===== src/rtl/iter_down_sequencer_pkg.sv =====
// Shared definitions for the iteration sequencers: FSM state encoding and default width.
package iter_down_sequencer_pkg;

  localparam int SEQ_BIT_LENGTH = 16;

  typedef logic [1:0] seq_state_t;

  localparam logic [1:0] IDLE = 2'b00;
  localparam logic [1:0] RUN  = 2'b01;
  localparam logic [1:0] DONE = 2'b10;

endpackage


===== src/rtl/iter_down_sequencer_if.sv =====
// Controller <-> sequencer bundle: start/budget/advance/cancel requests and status back.
interface iter_down_sequencer_if
  import iter_down_sequencer_pkg::*;
#(
  parameter int BIT_LENGTH = SEQ_BIT_LENGTH
);
  logic                  start;
  logic [BIT_LENGTH-1:0] load_val;
  logic                  en_cnt;
  logic                  abort;
  logic [BIT_LENGTH-1:0] count;
  logic [BIT_LENGTH-1:0] index;
  logic                  busy;
  logic                  last;
  logic                  zero;
  logic                  done;

  modport master (
    output start, load_val, en_cnt, abort,
    input  count, index, busy, last, zero, done
  );

  modport slave (
    input  start, load_val, en_cnt, abort,
    output count, index, busy, last, zero, done
  );
endinterface


===== src/rtl/iter_down_sequencer_down_counter_re.sv =====
// Loadable down counter with async active-low reset; load takes priority over enable.
module down_counter_re #(
  parameter int BIT_LENGTH = 16
) (
  input  logic                  clk,
  input  logic                  rst,
  input  logic                  load,
  input  logic [BIT_LENGTH-1:0] load_val,
  input  logic                  en,
  output logic [BIT_LENGTH-1:0] count,
  output logic                  zero
);

  // Count register: load wins, otherwise decrement when enabled.
  always_ff @(posedge clk or negedge rst) begin
    if (!rst) begin
      count <= '0;
    end else if (load) begin
      count <= load_val;
    end else if (en) begin
      count <= count - BIT_LENGTH'(1);
    end
  end

  assign zero = (count == '0);

endmodule


===== src/rtl/iter_down_sequencer.sv =====
// Down-counting iteration sequencer: loads a budget N, counts it to zero, pulses done.
module iter_down_sequencer
  import iter_down_sequencer_pkg::*;
#(
  parameter int BIT_LENGTH = SEQ_BIT_LENGTH
) (
  input  logic               clk,
  input  logic               rst,
  iter_down_sequencer_if.slave bus
);

  seq_state_t            state_q;
  seq_state_t            state_d;
  logic                  accept_start;
  logic                  abort_run;
  logic                  step;
  logic                  cnt_load;
  logic [BIT_LENGTH-1:0] cnt_load_val;
  logic [BIT_LENGTH-1:0] cnt_q;
  logic                  cnt_zero;
  logic [BIT_LENGTH-1:0] index_q;

  // Abort beats an advance; start is only honoured from IDLE.
  assign accept_start = (state_q == IDLE) && bus.start;
  assign abort_run    = (state_q == RUN) && bus.abort;
  assign step         = (state_q == RUN) && bus.en_cnt && !bus.abort;

  // An abort reuses the load path to force the remaining count back to zero.
  assign cnt_load     = accept_start || abort_run;
  assign cnt_load_val = accept_start ? bus.load_val : '0;

  down_counter_re #(
    .BIT_LENGTH(BIT_LENGTH)
  ) u_count (
    .clk      (clk),
    .rst      (rst),
    .load     (cnt_load),
    .load_val (cnt_load_val),
    .en       (step),
    .count    (cnt_q),
    .zero     (cnt_zero)
  );

  // Next-state logic; a zero budget goes straight to DONE so done still fires.
  always_comb begin
    state_d = state_q;
    case (state_q)
      IDLE: begin
        if (bus.start) begin
          state_d = (bus.load_val != '0) ? RUN : DONE;
        end
      end
      RUN: begin
        if (bus.abort) begin
          state_d = IDLE;
        end else if (bus.en_cnt && (cnt_q == BIT_LENGTH'(1))) begin
          state_d = DONE;
        end
      end
      DONE:    state_d = IDLE;
      default: state_d = IDLE;
    endcase
  end

  // State register.
  always_ff @(posedge clk or negedge rst) begin
    if (!rst) begin
      state_q <= IDLE;
    end else begin
      state_q <= state_d;
    end
  end

  // Elapsed index: cleared on start, bumped per step, held through abort and DONE.
  always_ff @(posedge clk or negedge rst) begin
    if (!rst) begin
      index_q <= '0;
    end else if (accept_start) begin
      index_q <= '0;
    end else if (step) begin
      index_q <= index_q + BIT_LENGTH'(1);
    end
  end

  assign bus.count = cnt_q;
  assign bus.index = index_q;
  assign bus.busy  = (state_q == RUN);
  assign bus.last  = (state_q == RUN) && (cnt_q == BIT_LENGTH'(1));
  assign bus.zero  = cnt_zero;
  assign bus.done  = (state_q == DONE);

endmodule

===== src/flat_wrapper.sv =====
// flat-port wrapper written by rule: the top's interface ports become plain ports
module iter_down_sequencer_flat import iter_down_sequencer_pkg::*;
#(
  parameter int BIT_LENGTH = SEQ_BIT_LENGTH
)
  (clk, rst, bus_start, bus_load_val, bus_en_cnt, bus_abort, bus_count, bus_index, bus_busy, bus_last, bus_zero, bus_done);
  iter_down_sequencer_if #(.BIT_LENGTH(BIT_LENGTH)) bus_i ();
  input  logic clk;
  input  logic rst;
  input wire logic [$bits(bus_i.start)-1:0] bus_start;
  input wire logic [$bits(bus_i.load_val)-1:0] bus_load_val;
  input wire logic [$bits(bus_i.en_cnt)-1:0] bus_en_cnt;
  input wire logic [$bits(bus_i.abort)-1:0] bus_abort;
  output wire logic [$bits(bus_i.count)-1:0] bus_count;
  output wire logic [$bits(bus_i.index)-1:0] bus_index;
  output wire logic [$bits(bus_i.busy)-1:0] bus_busy;
  output wire logic [$bits(bus_i.last)-1:0] bus_last;
  output wire logic [$bits(bus_i.zero)-1:0] bus_zero;
  output wire logic [$bits(bus_i.done)-1:0] bus_done;
  assign bus_i.start = bus_start;
  assign bus_i.load_val = bus_load_val;
  assign bus_i.en_cnt = bus_en_cnt;
  assign bus_i.abort = bus_abort;
  assign bus_count = bus_i.count;
  assign bus_index = bus_i.index;
  assign bus_busy = bus_i.busy;
  assign bus_last = bus_i.last;
  assign bus_zero = bus_i.zero;
  assign bus_done = bus_i.done;
  iter_down_sequencer #(.BIT_LENGTH(BIT_LENGTH)) u_core (.clk(clk), .rst(rst), .bus(bus_i));
endmodule

===== config.mk =====
export PLATFORM = sky130hd
export DESIGN_NAME = iter_down_sequencer_flat
export DESIGN_NICKNAME = d
export VERILOG_FILES = /design/src/rtl/iter_down_sequencer_pkg.sv /design/src/rtl/iter_down_sequencer_if.sv /design/src/rtl/iter_down_sequencer_down_counter_re.sv /design/src/rtl/iter_down_sequencer.sv /design/src/flat_wrapper.sv
export SDC_FILE = /design/constraint.sdc
export NUM_CORES = 1
export LEC_CHECK = 0
export CORE_ASPECT_RATIO = 0.8
export CORE_MARGIN = 3
export CORE_UTILIZATION = 51
export CTS_BUF_LIST = sky130_fd_sc_hd__clkbuf_16
export CTS_CLUSTER_SIZE = 24
export DETAILED_ROUTE_END_ITERATION = 6
export PLACE_DENSITY = 0.82
export SLEW_MARGIN = 0
export SYNTH_ARGS = -nofsm -noshare
export SYNTH_HDL_FRONTEND = slang
export SYNTH_SLANG_ARGS = --single-unit

===== constraint.sdc =====
create_clock -name clk -period 2.85 [get_ports clk]
set_input_delay 0.57 -clock clk [delete_from_list [all_inputs] [get_ports clk]]
set_output_delay 0.57 -clock clk [all_outputs]
set_load 0.01 [all_outputs]

# After elaboration in Yosys (flattened, before gate mapping)
# Cells that the tools add are included.
# totals
ff_bits	34
latch_bits	0
mem_bits_rw	0
rom_bits	0
elab_cells	34
n_memories	0
# classes
n_addsub	2
n_mul	0
div	0
n_lt_le_gt_ge	0
n_eq_ne	5
shift	0
mux	10
bitwise	0
reduce_logical	14
# op_table
cell	count
2-to-1 mux 16 bit	5
adder 16 x 1 -> 16 bit, second input constant	1
== test 16 x 1 -> 1 bit, second input constant	1
logical NOT 16 bit	1
nonzero test 16 bit	1
subtractor 16 x 1 -> 16 bit, second input constant	1
2-to-1 mux 2 bit	4
logical AND 1 bit	6
one-hot mux 2 bit (2 select lines)	1
nonzero test 2 bit	2
inequality test 3 x 2 -> 1 bit, second input constant	1
== test 2 x 1 -> 1 bit, second input constant	1
== test 2 bit, second input constant	1
logical NOT 2 bit	1
inequality test 2 bit, second input constant	1
AND reduction 2 bit	1
logical NOT 1 bit	1
logical OR 1 bit	1

# Depth between registers and ports, before layout
# logic_depth
word_depth	5
ltp_mapped	7
depth_no_buf	6

# By module
# From an unflattened synthesis, not the netlist that was laid out.
# unflattened
cells_unflattened	236
hier_area_um2	2149.6
# by_module_without_submodules
module	instances	cells_per_inst	area_each_um2
iter_down_sequencer	1	125	1121.1
down_counter_re	1	111	1028.5

# Worst setup path before layout
# OpenSTA, ideal clock, no wires.
# synth_timing
path_kind	register to output
startpoint	register u_core.u_count.count[10]
endpoint	output bus_last
arrival_ns	1.588
required_ns	2.280
setup_slack_ns	0.692
path_stages_with_launch	5
n_path_buf	0
cell_sequence	dfrtp_1 -> or4_4 -> nor4b_4 -> nand4_2 -> nor2_1
# synth_between
elab_chain_len	2
# synth_lines
item	line_no	rtl
start, declared	iter_down_sequencer_down_counter_re.sv:10	output logic [BIT_LENGTH-1:0] count,
start signal, assigned	iter_down_sequencer_down_counter_re.sv:19	count <= load_val;
start signal, assigned	iter_down_sequencer_down_counter_re.sv:21	count <= count - BIT_LENGTH'(1);
== test 16 x 1 -> 1 bit	iter_down_sequencer.sv:88	assign bus.last = (state_q == RUN) && (cnt_q == BIT_LENGTH'(1));
logical AND 1 bit	iter_down_sequencer.sv:88	
end, declared	flat_wrapper.sv:17	output wire logic [$bits(bus_i.last)-1:0] bus_last;
# No other way between the ends.

# Worst setup path in the final report
# layout_timing
startpoint	register u_core.u_count.count[11]
endpoint	output bus_last
# Same word-level chain as after synthesis.

==> results.ini <==
[run_status]
status = complete, no violations

[global_route]
grt_pass1_wl_mm = 9.69
track_usage_pct = 25.1
grt_start_max_net_pins = 35
grt_pass1_vias = 1904
grt_antenna_before_repair = 0
gr-total-overflow = 0

[place]
place.gp.congestion = 0.807
io_buffers = 56
preCtsSetupSlack_ns = 0.168
dpl.hpwl_mm = 3.90
placed_area_um2 = 2650

[layout]
antenna_cells = 0
layout.nets = 299
final_cell_mix = clkdlybuf4s50_1, dfrtp_1, nor2_1
final_common_cell = clkdlybuf4s50_1
fin_util_pct = 77.9
final_design_area_no_fill_um2 = 2810
n_fill_cell = 261
area_delta_synth_final_pct = 39.3
seq_area_um2 = 851
multi_input_area_um2 = 1110
drive_gt1_share_pct = 11.2

[die]
die_x_um = 76.4
start_util_pct = 55.9
pin_count = 57
dieArea_um2 = 4760
num_rows = 19
die_y_um = 62.3
core_um2 = 3610

[timing]
tightest_slew_ns = 0.642
period_needed_ns = 2.74
fin_ws_ns = 0.114
hold_viol_final = 0
finalSetupViolCount = 0
grt_setup_unrepaired = false
setup_tns_ns = 0
slew_headroom_pct = 56.8
period_share_pct = 96.0
fin_skew_ns = 0.00479
maxSlewViolCount = 0
max_freq_mhz = 365

[cts]
path_clk_slew_ns = 0.05
cts-root-buf = clkbuf_16
tritoncts = built
worstSkewPairLatency_ns = 0.28
cts_buffers = 5
cts_max_level = 2
clockBufferDepth = 2
clkSinkCount = 34

[pwr]
p_sw_share_pct = 37.7
p_leak_uw = 0.00116
p_sw_uw = 832
p_clk_share_pct = 23.3
power_frac_comb_pct = 41.9
power.density_nw_per_um2 = 784
intPower_uw = 1370
peakVddDrop_mv = 0.722
seq_power_share_pct = 34.8

[run]
drv_cap = 0

[synthesis]
syn_area_um2 = 2020
async_flop_share_pct = 100
synthCells = 213
postSynthAreaPerCell_um2 = 9.48
yosys.cell_types.count = 54
ys_seq_area_share_pct = 42.1
synth-seq-cells = 34
syn_nets = 237
ys_warn_count = 0
synth_ff_type = dfrtp_1
synth_edf_count = 0

[detailed_routing]
drt_pass1_iterations = 5
first_iter_violations = 194
vias_per_cell = 6.15
drc_errors = 0
wl_mm = 5.86
vias = 2016
drtAntennaViolNets = 0
wire_per_inst_um = 17.9

[setup_path]
cp_max_fo = 4
end_kind = primary output
worstPathArrival_ns = 2.17
path_class = reg -> out
crit_required_ns = 2.28
worstSetupStartpointType = flip-flop

[hold_path]
worst_hold_path_type = reg -> reg

==> cell families (layout without fill, tap and decap cells) <==
kind of cell	after synthesis	after routing	share of synthesized area (%)
AOI/OAI and AO/OA	53	53	18.3
xor gates and xnor gates	8	8	3.47
adders and majority gates	3	3	1.86
buffers and inverters	16	79	3.53
DFF	34	34	42.1
muxes	2	2	0.991
and+or+nand+nor	97	97	29.7
==> critical path: stages (launching register included) <==
cell and delay, ns:
dfrtp_1 0.41, or4_4 0.55, nor4b_4 0.30, buf_4 0.17, nand4_2 0.08, nor2_1 0.10, dlygate4sd2_1 0.27
==> path summary, 6_finish.rpt <==
| kind | from | end | slack (ns) | cells past startpoint |
|---|---|---|---|---|
| max | u_core.u_count.count[11] | bus_last | 0.11 | 6 |
| min | u_core.bus.index[13] | u_core.bus.index[13] | 0.58 | 2 |
| max reg2reg | u_core.u_count.count[0] | u_core.u_count.count[10] | 0.72 | 7 |
| min reg2reg | u_core.bus.index[13] | u_core.bus.index[13] | 0.58 | 2 |
| max in group asynchronous | rst | u_core.u_count.count[14] | 1.83 | 2 |
| min in group asynchronous | rst | u_core.u_count.count[0] | 0.70 | 2 |
==> synth_stat cells, drive strengths merged (2+ instances only) <==
| cell | n | area share, % |
|---|---|---|
| or2 | 3 | 0.93 |
| xor2 | 7 | 3.0 |
| and3 | 5 | 1.6 |
| a22oi | 2 | 0.74 |
| nor4 | 8 | 4.0 |
| dfrtp | 34 | 42 |
| nand2b | 2 | 0.62 |
| nor3b | 3 | 1.1 |
| nand4 | 10 | 3.4 |
| o311a | 2 | 0.99 |
| and4 | 2 | 0.87 |
| and2 | 2 | 0.62 |
| nand3 | 7 | 1.7 |
| a22o | 2 | 0.87 |
| ha | 3 | 1.9 |
| a32oi | 2 | 0.87 |
| a21oi | 9 | 2.2 |
| nand2 | 16 | 3.1 |
| buf | 7 | 1.9 |
| clkbuf | 3 | 0.56 |
| or3 | 7 | 2.2 |
| o21ai | 13 | 3.2 |
| o311ai | 3 | 1.3 |
| nor2 | 19 | 3.5 |
| o22ai | 3 | 0.93 |
| mux2i | 2 | 0.99 |
| a221o | 3 | 1.5 |
| o211ai | 4 | 1.5 |
| inv | 6 | 1.1 |
| nor3 | 5 | 1.2 |
| a2bb2oi | 2 | 0.87 |
==> repair_timing <==
| action | CTS | global route |
|---|---|---|
| resized for setup | 2 | 0 |
| hold buffers | 0 | 0 |
| setup buffers | 3 | 0 |
| endpoints found under the setup margin | 2 | 0 |
==> routing by layer <==
layer  share of wire (%)  global-route usage (%)
met5                   0                       0
met1                  44                    34.5
met4                0.61                    5.88
met3                 8.0                    6.50
met2                  48                    39.7
==> stage by stage <==
| stage | hold WS (ns) | std cells | power (µW) |
|---|---|---|---|
| after floorplan | 0.274 | 213 | 1250 |
| after global placement | 0.540 | 317 | 1630 |
| after detailed placement | 0.557 | 317 | 1640 |
| after CTS | 0.579 | 328 | 2190 |
| after global routing | 0.598 | 328 | 2320 |
| final | 0.577 | 328 | 2200 |
==> power groups by stage <==
stage                     clock network [µW]  logic (µW)  registers, µW
after floorplan                            0         468            777
after global placement                     0         872            761
after detailed placement                   0         872            766
after CTS                                517         912            762
after global routing                     534         993            788
final                                    514         924            767
==> cell type report <==
cell class	instances	area share (%)
repair buffers	65	22.2
flip-flops and latches	34	30.2
inverters	6	0.800
clock inverters	3	0.578
clock buffers	5	4.45
well taps	52	2.31
multi-input cells	163	39.4
==> registers in the layout (all words and copies together), names as in the netlist <==
name	flops
u_core.bus.index	16
u_core.u_count.count	16
u_core.state_q	2
No activity file was read; power rests on OpenSTA's default activity.
